`src/rtl/clk_div_pkg.sv`:
```
// Shared types and defaults for the glitch-free programmable clock divider.
package clk_div_pkg;

  typedef enum logic [1:0] {
    ST_OFF  = 2'd0,
    ST_RUN  = 2'd1,
    ST_STOP = 2'd2
  } state_t;

  localparam int DEFAULT_HALF = 1;

endpackage

```
`src/rtl/clk_div_if.sv`:
```
// Half-period change request channel from config logic (valid/ready plus error pulse).
interface clk_div_if #(
  parameter int DIV_W = 8
);

  logic             cfg_valid;
  logic [DIV_W-1:0] cfg_half;
  logic             cfg_ready;
  logic             cfg_err;

  modport master (
    output cfg_valid,
    output cfg_half,
    input  cfg_ready,
    input  cfg_err
  );

  modport slave (
    input  cfg_valid,
    input  cfg_half,
    output cfg_ready,
    output cfg_err
  );

endinterface

```
`src/rtl/clk_div_core.sv`:
```
// Counter/toggle datapath: clk_out flips every `half` edges while run=1; load forces a clean low restart.
// Registered outputs (1 cycle); no backpressure.
module clk_div_core #(
  parameter int DIV_W = 8
) (
  input  logic             clk_in,
  input  logic             rst,
  input  logic             run,
  input  logic [DIV_W-1:0] half,
  input  logic             load,
  output logic             clk_out,
  output logic             boundary,
  output logic             rise
);

  logic [DIV_W-1:0] cnt;
  logic             toggle;

  assign toggle   = run && (cnt == half - DIV_W'(1));
  // Period boundary: the falling toggle of clk_out.
  assign boundary = toggle && clk_out;

  always_ff @(posedge clk_in or posedge rst) begin
    if (rst) begin
      cnt     <= '0;
      clk_out <= 1'b0;
      rise    <= 1'b0;
    end else if (load) begin
      cnt     <= '0;
      clk_out <= 1'b0;
      rise    <= 1'b0;
    end else if (toggle) begin
      cnt     <= '0;
      clk_out <= ~clk_out;
      rise    <= ~clk_out;
    end else begin
      cnt     <= run ? cnt + DIV_W'(1) : cnt;
      rise    <= 1'b0;
    end
  end

endmodule

```
`src/rtl/clk_div_ctrl.sv`:
```
// Run-time controller for a glitch-free divide-by-2H clock; ratio changes land only on period boundaries.
// Outputs registered (1 cycle); cfg_ready is low in STOP or while a change is pending.
module clk_div_ctrl #(
  parameter int DIV_W        = 8,
  parameter int DEFAULT_HALF = clk_div_pkg::DEFAULT_HALF
) (
  input  logic             clk_in,
  input  logic             rst,
  input  logic             enable,
  clk_div_if.slave         cfg,
  output logic             clk_out,
  output logic             rise_en,
  output logic             running,
  output logic [DIV_W-1:0] cur_half
);

  import clk_div_pkg::*;

  state_t           state, state_nxt;
  logic             pend_valid, pend_valid_nxt;
  logic [DIV_W-1:0] pend_half, pend_half_nxt;
  logic [DIV_W-1:0] cur_half_nxt;
  logic             cfg_err_nxt;
  logic             load, boundary, apply_pend, accept;

  assign cfg.cfg_ready = (state != ST_STOP) && !pend_valid;
  assign accept        = cfg.cfg_valid && cfg.cfg_ready;
  assign running       = (state != ST_OFF);

  clk_div_core #(.DIV_W(DIV_W)) u_core (
    .clk_in   (clk_in),
    .rst      (rst),
    .run      (running),
    .half     (cur_half),
    .load     (load),
    .clk_out  (clk_out),
    .boundary (boundary),
    .rise     (rise_en)
  );

  always_comb begin
    state_nxt      = state;
    cur_half_nxt   = cur_half;
    pend_valid_nxt = pend_valid;
    pend_half_nxt  = pend_half;
    cfg_err_nxt    = 1'b0;
    load           = 1'b0;
    apply_pend     = 1'b0;

    case (state)
      ST_OFF: begin
        load = 1'b1;
        if (enable) state_nxt = ST_RUN;
      end
      ST_RUN: begin
        if (!enable && !clk_out) begin
          // Low level already held: stop right here, nothing to finish.
          state_nxt  = ST_OFF;
          load       = 1'b1;
          apply_pend = pend_valid;
        end else if (!enable && boundary) begin
          state_nxt  = ST_OFF;
          apply_pend = pend_valid;
        end else if (!enable) begin
          state_nxt  = ST_STOP;
        end else begin
          apply_pend = boundary && pend_valid;
        end
      end
      ST_STOP: begin
        if (enable)        state_nxt = ST_RUN;
        else if (boundary) state_nxt = ST_OFF;
        apply_pend = boundary && pend_valid;
      end
      default: state_nxt = ST_OFF;
    endcase

    if (apply_pend) begin
      cur_half_nxt   = pend_half;
      pend_valid_nxt = 1'b0;
    end

    if (accept && cfg.cfg_half == '0) begin
      cfg_err_nxt = 1'b1;
    end else if (accept) begin
      // Divider idle now or after this edge: no period to protect, apply at once.
      if (state == ST_OFF || state_nxt == ST_OFF) begin
        cur_half_nxt = cfg.cfg_half;
      end else begin
        pend_valid_nxt = 1'b1;
        pend_half_nxt  = cfg.cfg_half;
      end
    end
  end

  always_ff @(posedge clk_in or posedge rst) begin
    if (rst) begin
      state       <= ST_OFF;
      cur_half    <= DIV_W'(DEFAULT_HALF);
      pend_valid  <= 1'b0;
      pend_half   <= '0;
      cfg.cfg_err <= 1'b0;
    end else begin
      state       <= state_nxt;
      cur_half    <= cur_half_nxt;
      pend_valid  <= pend_valid_nxt;
      pend_half   <= pend_half_nxt;
      cfg.cfg_err <= cfg_err_nxt;
    end
  end

endmodule

```
`src/flat_wrapper.sv`:
```
// flat-port wrapper written by rule: the top's interface ports become plain ports
module clk_div_ctrl_flat import clk_div_pkg::*;
#(
  parameter int DIV_W        = 8,
  parameter int DEFAULT_HALF = clk_div_pkg::DEFAULT_HALF
)
  (clk_in, rst, enable, clk_out, rise_en, running, cur_half, cfg_cfg_valid, cfg_cfg_half, cfg_cfg_ready, cfg_cfg_err);
  clk_div_if #(.DIV_W(DIV_W)) cfg_i ();
  input  logic clk_in;
  input  logic rst;
  input  logic enable;
  output logic clk_out;
  output logic rise_en;
  output logic running;
  output logic [DIV_W-1:0] cur_half;
  input wire logic [$bits(cfg_i.cfg_valid)-1:0] cfg_cfg_valid;
  input wire logic [$bits(cfg_i.cfg_half)-1:0] cfg_cfg_half;
  output wire logic [$bits(cfg_i.cfg_ready)-1:0] cfg_cfg_ready;
  output wire logic [$bits(cfg_i.cfg_err)-1:0] cfg_cfg_err;
  assign cfg_i.cfg_valid = cfg_cfg_valid;
  assign cfg_i.cfg_half = cfg_cfg_half;
  assign cfg_cfg_ready = cfg_i.cfg_ready;
  assign cfg_cfg_err = cfg_i.cfg_err;
  clk_div_ctrl #(.DIV_W(DIV_W), .DEFAULT_HALF(DEFAULT_HALF)) u_core (.clk_in(clk_in), .rst(rst), .enable(enable), .cfg(cfg_i), .clk_out(clk_out), .rise_en(rise_en), .running(running), .cur_half(cur_half));
endmodule
```
`config.mk`:
```
export PLATFORM = sky130hd
export DESIGN_NAME = clk_div_ctrl_flat
export DESIGN_NICKNAME = d
export VERILOG_FILES = /design/src/rtl/clk_div_pkg.sv /design/src/rtl/clk_div_if.sv /design/src/rtl/clk_div_core.sv /design/src/rtl/clk_div_ctrl.sv /design/src/flat_wrapper.sv
export SDC_FILE = /design/constraint.sdc
export NUM_CORES = 1
export LEC_CHECK = 0
export BUFFER_PORTS_ARGS = -buffer_cell sky130_fd_sc_hd__buf_2
export CAP_MARGIN = 5
export CORE_UTILIZATION = 45
export DETAILED_ROUTE_END_ITERATION = 12
export MAX_ROUTING_LAYER = met4
export SETUP_SLACK_MARGIN = 0.2
export SLEW_MARGIN = 25
export SYNTH_ARGS = -nofsm -noshare
export SYNTH_HDL_FRONTEND = slang
export SYNTH_HIERARCHICAL = 1
export SYNTH_SLANG_ARGS = --single-unit
```
`constraint.sdc`:
```
create_clock -name clk_in -period 4.6 [get_ports clk_in]
set_input_delay 0.23 -clock clk_in [delete_from_list [all_inputs] [get_ports clk_in]]
set_output_delay 0.23 -clock clk_in [all_outputs]
set_load 0.03 [all_outputs]
```
# After elaboration in Yosys (flattened, before gate mapping)

Index checks and enable logic that the tools add are counted.

Flip-flop bits (word level): 30
Input port bits: 12
Output and inout port bits: 13
Word-level logic and storage cells: 65

Add/subtract/negate cells: 2
Eq/ne operators: 4
Muxes and demuxes: 29
Bitwise logic cells: 3
Reductions and logical operators: 19

Operators with widths:

| cell                                             | count |
|---|---|
| two-way mux 8 bit                                | 7 |
| two-way mux 1 bit                                | 13 |
| two-way mux 2 bit                                | 6 |
| adder 8 x 1 -> 8 bit, second input constant      | 1 |
| == test 8 bit                                    | 1 |
| logical AND 1 bit                                | 8 |
| zero test 8 bit                                  | 1 |
| subtractor 8 x 1 -> 8 bit, second input constant | 1 |
| one-hot mux 2 bit (3 select lines)               | 1 |
| zero test 2 bit                                  | 2 |
| one-hot mux 1 bit (2 select lines)               | 2 |
| nonzero test 2 bit                               | 2 |
| zero test 1 bit                                  | 3 |
| inverter 1 bit                                   | 3 |
| AND reduction 3 bit                              | 1 |
| nonzero test 3 bit                               | 1 |
| == test 2 x 1 -> 1 bit, second input constant    | 1 |
| == test 2 bit, second input constant             | 1 |
| inequality test 2 bit, second input constant     | 1 |
| logical OR 1 bit                                 | 1 |

# Longest topological paths before layout

Gate-level depths: netlist of the first run.

Word-level depth: 13
Depth in mapped cells: 15
Gate-level depth less buffers: 12

# By module

The synthesis of the first run kept the hierarchy.

By module, submodules not included:

| module       | times used | cells an instance | area each (µm²) | sequential area each (µm²) |
|---|---|---|---|---|
| clk_div_ctrl | 1          | 88                | 1086.0          | 501.7 |
| clk_div_core | 1          | 83                | 749.5           | 250.2 |

# Worst setup path before layout of the first run

No wires, ideal clock.

Path type: register to register
Start: register u_core.cur_half[1]
End: register u_core.cur_half[1]
Library setup time: 125 ps
Arrival: 3463 ps
Required time: 4475 ps
Path slack: 1012 ps
Cell stages (with the launch flop): 13
Buffers on the path: 1
Period minus slack after synthesis: 3588 ps
Path through: dfrtp_1 -> inv_1 -> ha_1 -> or3b_2 -> or4_1 -> a211oi_1 -> o311a_2 -> buf_6 -> and2_1 -> nor2_1 -> nor3_2 -> mux2_2 -> mux2_4

Cells in the longest elaborated chain, start to end: 13
Elaborated cells on any way between the ends: 21
Those cells by class: 1 x add/sub; 1 x eq/ne; 13 x mux; 6 x reduce/logical

Ends and longest elaborated chain:

| item                                                                    | RTL line                                                   | RTL |
|---|---|---|
| start: declaration                                                      | clk_div_ctrl.sv:14                                         | `output logic [DIV_W-1:0] cur_half` |
| start signal: assignment                                                | clk_div_ctrl.sv:99                                         | `cur_half <= DIV_W'(DEFAULT_HALF);` |
| start signal: assignment                                                | clk_div_ctrl.sv:105                                        | `cur_half <= cur_half_nxt;` |
| subtractor 8 x 1 -> 8 bit (*)                                           | clk_div_core.sv:19                                         | `assign toggle = run && (cnt == half - DIV_W'(1));` |
| == test 8 bit (*)                                                       | clk_div_core.sv:19                                         |  |
| logical AND 1 bit (*)                                                   | clk_div_core.sv:19                                         |  |
| logical AND 1 bit (*)                                                   | clk_div_core.sv:21                                         | `assign boundary = toggle && clk_out;` |
| net u_core.boundary                                                     | clk_div_ctrl.sv:24                                         | `logic load, boundary, apply_pend, accept;` |
| logical AND 1 bit (on tied branches)                                    | clk_div_ctrl.sv:67, clk_div_ctrl.sv:73, clk_div_ctrl.sv:61 |  |
| two-way mux 1 bit or two-way mux 2 bit (tied branches)                  | clk_div_ctrl.sv:64, clk_div_ctrl.sv:61                     |  |
| two-way mux 1 bit or two-way mux 2 bit (tied branches)                  | clk_div_ctrl.sv:61, clk_div_ctrl.sv:56                     |  |
| two-way mux 1 bit or one-hot mux 2 bit (3 select lines) (tied branches) | clk_div_ctrl.sv:56, clk_div_ctrl.sv:50                     |  |
| one-hot mux 1 bit (2 select lines) or zero test 2 bit (tied branches)   | clk_div_ctrl.sv:50, clk_div_ctrl.sv:87                     |  |
| two-way mux 8 bit or logical OR 1 bit (tied branches)                   | clk_div_ctrl.sv:78, clk_div_ctrl.sv:87                     |  |
| two-way mux 8 bit                                                       | clk_div_ctrl.sv:87                                         | `if (state == ST_OFF \|\| state_nxt == ST_OFF) begin` |
| two-way mux 8 bit                                                       | clk_div_ctrl.sv:85                                         | `end else if (accept) begin` |
| two-way mux 8 bit (*)                                                   | clk_div_ctrl.sv:83                                         | `if (accept && cfg.cfg_half == '0) begin` |
| net u_core.cur_half_nxt[1]                                              | clk_div_ctrl.sv:22                                         | `logic [DIV_W-1:0] cur_half_nxt;` |

Mark *: on every way through the listed nets, which the timed path passes. The rest lies on a longest branch.
A chain may end at the register's enable or synchronous reset.

# Worst setup path after layout of the first run

Start: register u_core.cur_half[1]
End: register u_core.cur_half[3]

The elaborated chain is that of the path after synthesis.

==> results of run 1 <==
[layout make-up]
cell class	count	area, um^2	share of cell area
multi-input combinational	123	1000	0.476
sequential	30	752	0.358
timing repair buffer	25	130	0.0619
clock buffer	5	68.8	0.0328
tap	48	60.1	0.0286
inverter	13	48.8	0.0232
clock inverter	3	40.0	0.0191
[critical path, stage by stage, from the launching register on]
cell and delay (ps):
dfrtp_1 420, inv_1 70, ha_1 160, or3b_2 480, or4_1 420, a211oi_1 310
o311a_2 380, and2_1 230, nor2_1 90, nor3_2 570, mux2_2 420, mux2_4 250
[power by group through the flow]
stage	clock, W	sequential [W]	combinational (W)
CTS	0.000270	0.000457	0.000618
floorplan	0	0.000498	0.000444
finish	0.000262	0.000459	0.000616
global route	0.000276	0.000475	0.000671
global placement	0	0.000454	0.000594
detailed placement	0	0.000462	0.000613
[stage by stage]
stage          std cells   util  power (W)  worst slack [ps]
2_1_floorplan        171      -   0.000941              1010
3_3_place_gp         238  0.522    0.00105               881
3_5_place_dp         238  0.522    0.00107               702
4_1_cts              247  0.553    0.00134               706
5_1_grt              247  0.553    0.00142               422
6_report             247  0.553    0.00134               683
[routing by layer]
layer / vias up / global-route usage
li1: 668 / -
met1: 673 / 0.267
met2: 21 / 0.329
met3: 2 / 0.0466
met4: 0 / 0.0652
met5: - / -
[cells by family after synthesis]
family,Yosys count
DFF,30
buffers and inverters,18
adders and majority gates,6
and+or+nand+nor,51
xor gates and xnor gates,13
muxes,25
AOI/OAI and AO/OA,28
[Yosys cell counts (2+ instances only)]
cell type	number	area, um^2
and2_1	2	12.5
nand3b_1	2	15.0
nor3_1	11	55.1
clkbuf_1	2	7.51
o211ai_1	2	15.0
a21o_1	2	15.0
mux2_2	17	191
nand2b_1	3	18.8
o31ai_1	4	30.0
xor2_1	8	70.1
nand4_1	2	12.5
or4_1	3	22.5
o21ai_0	2	10.0
a21oi_1	5	25.0
dfrtp_1	29	726
buf_6	2	22.5
ha_1	6	75.1
nand2_1	10	37.5
nor2_1	8	30.0
inv_1	13	48.8
nor2b_1	2	12.5
mux2_4	8	120
xnor2_1	5	43.8
[how the worst max path moves through the flow]
stage                        from                 end  cells past startpoint  slack [ps]
4_1_cts        u_core/cur_half[1]  u_core/cur_half[3]                     11         710
2_1_floorplan  u_core/cur_half[1]  u_core/cur_half[1]                     12        1010
5_1_grt        u_core/cur_half[1]  u_core/cur_half[3]                     11         420
3_3_place_gp   u_core/cur_half[1]  u_core/cur_half[7]                     11         880
6_report       u_core/cur_half[1]  u_core/cur_half[3]                     11         680
3_5_place_dp   u_core/cur_half[1]  u_core/cur_half[3]                     11         700
[state kept, by name, summed over array words and instances (netlist names)]
name	flops
u_core/pend_half	8
u_core/state	2
u_core/u_core/clk_out	1
u_core/cur_half	8
u_core/pend_valid	1
u_core/u_core/cnt	8
u_core/cfg.cfg_err	1
u_core/u_core/rise	1
[timing repair]
item                      in CTS  in global routing
buffers inserted               0                  0
hold endpoints to repair      10                  0
resized for setup              0                  0
hold buffers                   1                  0
==> flow_metrics.tcl, run 1 <==
set metrics [dict create \
    wire_per_inst_um 15.5 \
    finalCriticalPeriod_ps 3920 \
    die_x_um 65.9 \
    grt_use_total 0.209 \
    h-tree-depth 2 \
    tightest_slew_ps 792 \
    finalSetupTns_ps 0 \
    cts_inserted_buffers 5 \
    avgSynthCellArea_um2 10.7 \
    p_int_w 0.000800 \
    synth_top_family_by_area "multiplexers" \
    drc 0 \
    async_reset_ff_frac 1.00 \
    fillers 328 \
    whs_path_depth 2 \
    hpwl_um 2750 \
    path_clk_slew_ps 70 \
    period_share 0.851 \
    yosys.area_share.adder 0.0409 \
    cap_violations 0 \
    drt_iter0_markers 73 \
    synth_nets 189 \
    yosys.area_share.xor_xnor 0.0620 \
    cp.arrival_ps 4080 \
    avgViaCountPerCell 5.52 \
    path_class "flip-flop to flip-flop" \
    r2r_cells 11 \
    p_comb_frac 0.461 \
    cts_buffer_depth 2 \
    die_h_um 65.9 \
    setup_viol 0 \
    gp_congestion 0.825 \
    slew_violations 0 \
    clkLatencyLatePin_ps 280 \
    p_clk_frac 0.196 \
    min_path_type "primary input to flip-flop" \
    hold_end "u_core/cur_half[5]" \
    grt_pass1_vias 1338 \
    fin_area_um2 2100 \
    status "complete, no violations" \
    swShare 0.402 \
    switchingPower_w 0.000537 \
    antenna_found_initial 0 \
    synth_ff_type "dfrtp_1" \
    vias 1364 \
    synthSimpleGateAreaFrac 0.157 \
    die-area_um2 4340 \
    dr_wl_met3_um 96 \
    r2r_slack_ps 680 \
    gr-total-overflow 0 \
    cts_root_buffer "clkbuf_8" \
    final_common_cell "dfrtp_1" \
    grt_pass1_wl_um 6610 \
    top_layer "met4" \
    startpoint_type "flip-flop" \
    syn-cell-area_um2 1840 \
    relSlewSlack 0.472 \
    io_pins 25 \
    cts_tree "built" \
    dr.pass1.iters 4 \
    synthToLayoutAreaGrowth_pct 14.5 \
    p_per_area_nw_per_um2 636 \
    fin_skew_ps 4.54 \
    seqPwrFrac 0.343 \
    drive_gt1_frac 0.332 \
    cp_max_fo 11 \
    rsz0062_at_grt "no" \
    layout.nets 216 \
    vdd_drop_max_v 0.000321 \
    synth_edf_count 0 \
    synth-seq-area-share 0.410 \
    synth-seq-cells 30 \
    clock-sinks 30 \
    yosys_warnings 6 \
    port_buffers 24 \
    muxShareOfSynthArea 0.170 \
    diodes 0 \
    hold_slack_ps 201 \
    required_ps 4760 \
    synth-compound-area-share 0.116 \
    rows 22 \
    hold_viol 0 \
    postRouteAntennaNets 0 \
    fmax_mhz 255 \
    routed_wl_um 3830 \
    start_util 0.483 \
    postPlaceCellArea_um2 1980 \
    r2r-start "u_core/cur_half[1]" \
    final_cell_mix "dfrtp_1 (29), buf_2 (24), mux2_2 (17), inv_1 (13), nor3_1 (11)" \
    end_kind "flip-flop" \
    min_from "cfg_cfg_half[5]" \
    synth_cell_type_count 46 \
    dr_wl_met2_um 1830 \
    reg2reg_to "u_core/cur_half[3]" \
    grt_max_degree 21 \
    p_leak_nw 0.972 \
    routedLengthMet1_um 1890 \
    core_area_um2 3800 \
    postSynthCellCount 171 \
]
Note: power is estimated with default switching activity, not from simulation.
==> run 2: changes to the inputs <==
--- a/config.mk
+++ b/config.mk
@@ -7,6 +7,7 @@
 export LEC_CHECK = 0
 export BUFFER_PORTS_ARGS = -buffer_cell sky130_fd_sc_hd__buf_2
 export CAP_MARGIN = 5
+export CORE_ASPECT_RATIO = 0.5
 export CORE_UTILIZATION = 45
 export DETAILED_ROUTE_END_ITERATION = 12
 export MAX_ROUTING_LAYER = met4
==> run 2 against run 1 <==
Clock-buffer cell count up 3. Critical path type unchanged. Largest cell class unchanged. Highest routed layer unchanged. Sequential share of layout area shrank 0.085 points. Sequential power barely moved.
==> flow_metrics.tcl, run 2 (synthesis results as in run 1) <==
set metrics [dict create \
    status "complete, no violations" \
    final_cell_mix "dfrtp_1 (29), buf_2 (24), mux2_2 (17), inv_1 (13), nor3_1 (11)" \
    largest_registers "u_core/cur_half (8), u_core/pend_half (8), u_core/u_core/cnt (8)" \
    fmax_mhz 261 \
    diodes 0 \
    drive_gt1_frac 0.332 \
    cts_root_buffer "clkbuf_8" \
    r2r_cells 11 \
    startpoint_type "flip-flop" \
    fillers 333 \
    synthToLayoutAreaGrowth_pct 14.7 \
    setup_viol 0 \
    die_h_um 47.2 \
    finalSetupTns_ps 0 \
    vdd_drop_max_v 0.000327 \
    routed_wl_um 3690 \
    rsz0062_at_grt "no" \
    gr-total-overflow 0 \
    end_kind "flip-flop" \
    antenna_found_initial 0 \
    port_buffers 24 \
    cts_inserted_buffers 5 \
    grt_max_degree 21 \
    io_pins 25 \
    clock-sinks 30 \
    core_area_um2 3660 \
    rows 15 \
    hpwl_um 2770 \
    final_common_cell "dfrtp_1" \
    p_leak_nw 0.972 \
    grt_pass1_wl_um 6220 \
    grt_pass1_vias 1286 \
    avgViaCountPerCell 5.45 \
    drt_iter0_markers 35 \
    path_clk_slew_ps 70 \
    die_x_um 92.3 \
    reg2reg_to "u_core/cur_half[6]" \
    clkLatencyLatePin_ps 280 \
    start_util 0.502 \
    grt_use_total 0.203 \
    cts_buffer_depth 2 \
    cp.arrival_ps 4000 \
    r2r_slack_ps 770 \
    relSlewSlack 0.498 \
    p_per_area_nw_per_um2 624 \
    tightest_slew_ps 752 \
    drc 0 \
    period_share 0.834 \
    cap_violations 0 \
    r2r-start "u_core/cur_half[1]" \
    cts_tree "built" \
    whs_path_depth 3 \
    hold_slack_ps 197 \
    hold_viol 0 \
    finalCriticalPeriod_ps 3830 \
    min_from "cfg_cfg_valid" \
    hold_end "u_core/cfg.cfg_err" \
    multiInputGateArea_um2 1000 \
    seqCellArea_um2 752 \
    layout.nets 216 \
    die-area_um2 4350 \
    dr.pass1.iters 4 \
    postRouteAntennaNets 0 \
    min_path_type "primary input to flip-flop" \
    cp_max_fo 11 \
    required_ps 4760 \
    slew_violations 0 \
    fin_skew_ps 5.44 \
    h-tree-depth 2 \
    path_class "flip-flop to flip-flop" \
    wire_per_inst_um 14.8 \
    vias 1362 \
    gp_congestion 0.779 \
]
## run 2: cell count changes in the layout (fill, tap and decap cells not counted)
| cell | change |
|---|---|
| bufinv_16 | -1 |
| clkinv_2 | -2 |
| clkbuf_8 | +3 |
## run 2: worst max-delay path, stage by stage, from the launching register on
cell and delay [ps]:
dfrtp_1 420, inv_1 70, ha_1 160, or3b_2 480, or4_1 400, a211oi_1 270, o311a_2 370, and2_1 220
nor2_1 90, nor3_2 570, mux2_2 410, mux2_4 250
## run 2: worst max path at each step
| stage | from | to | slack [ps] | depth (start not counted) |
|---|---|---|---|---|
| 6_report | u_core/cur_half[1] | u_core/cur_half[6] | 770 | 11 |
| 5_1_grt | u_core/cur_half[1] | u_core/cur_half[6] | 510 | 11 |
| 4_1_cts | u_core/cur_half[1] | u_core/cur_half[6] | 750 | 11 |
| 3_5_place_dp | u_core/cur_half[1] | u_core/cur_half[2] | 770 | 11 |
| 3_3_place_gp | u_core/cur_half[1] | u_core/cur_half[6] | 890 | 11 |
| 2_1_floorplan | u_core/cur_half[1] | u_core/cur_half[1] | 1010 | 12 |
## run 2: power breakdown
part,internal (W),switching [W]
combinational,0.000286,0.000320
clock,0.000151,0.0000976
sequential,0.000354,0.000106
total,0.000791,0.000524
## run 2: cell type report
type,instances,area share
flip-flops and latches,30,0.357
clock buffers,8,0.0523
inverters,13,0.0232
repair buffers,25,0.0618
multi-input cells,123,0.475
well taps,51,0.0303
## run 2: layer usage
layer	GRT usage	up-vias	part of all wire
met3	0.0534	4	0.037
met5	-	-	0
met1	0.248	665	0.49
li1	-	672	-
met2	0.332	21	0.46
met4	0.0750	0	0.0097
## run 2: timing repair
action / in CTS / in global routing
hold buffers: 1 / 0
setup buffers: 0 / 0
gates resized for setup: 0 / 0
endpoints found under the hold margin: 10 / 0
## run 2: metrics by stage
step | cell area [um^2] | worst slack (ps) | util | total power, W | std cells
2_1_floorplan | 1840 | 1010 | - | 0.000941 | 171
3_3_place_gp | 1990 | 890 | 0.543 | 0.00106 | 241
3_5_place_dp | 1990 | 773 | 0.543 | 0.00107 | 241
4_1_cts | 2110 | 751 | 0.575 | 0.00133 | 250
5_1_grt | 2110 | 508 | 0.575 | 0.00141 | 250
6_report | 2110 | 765 | 0.575 | 0.00131 | 250
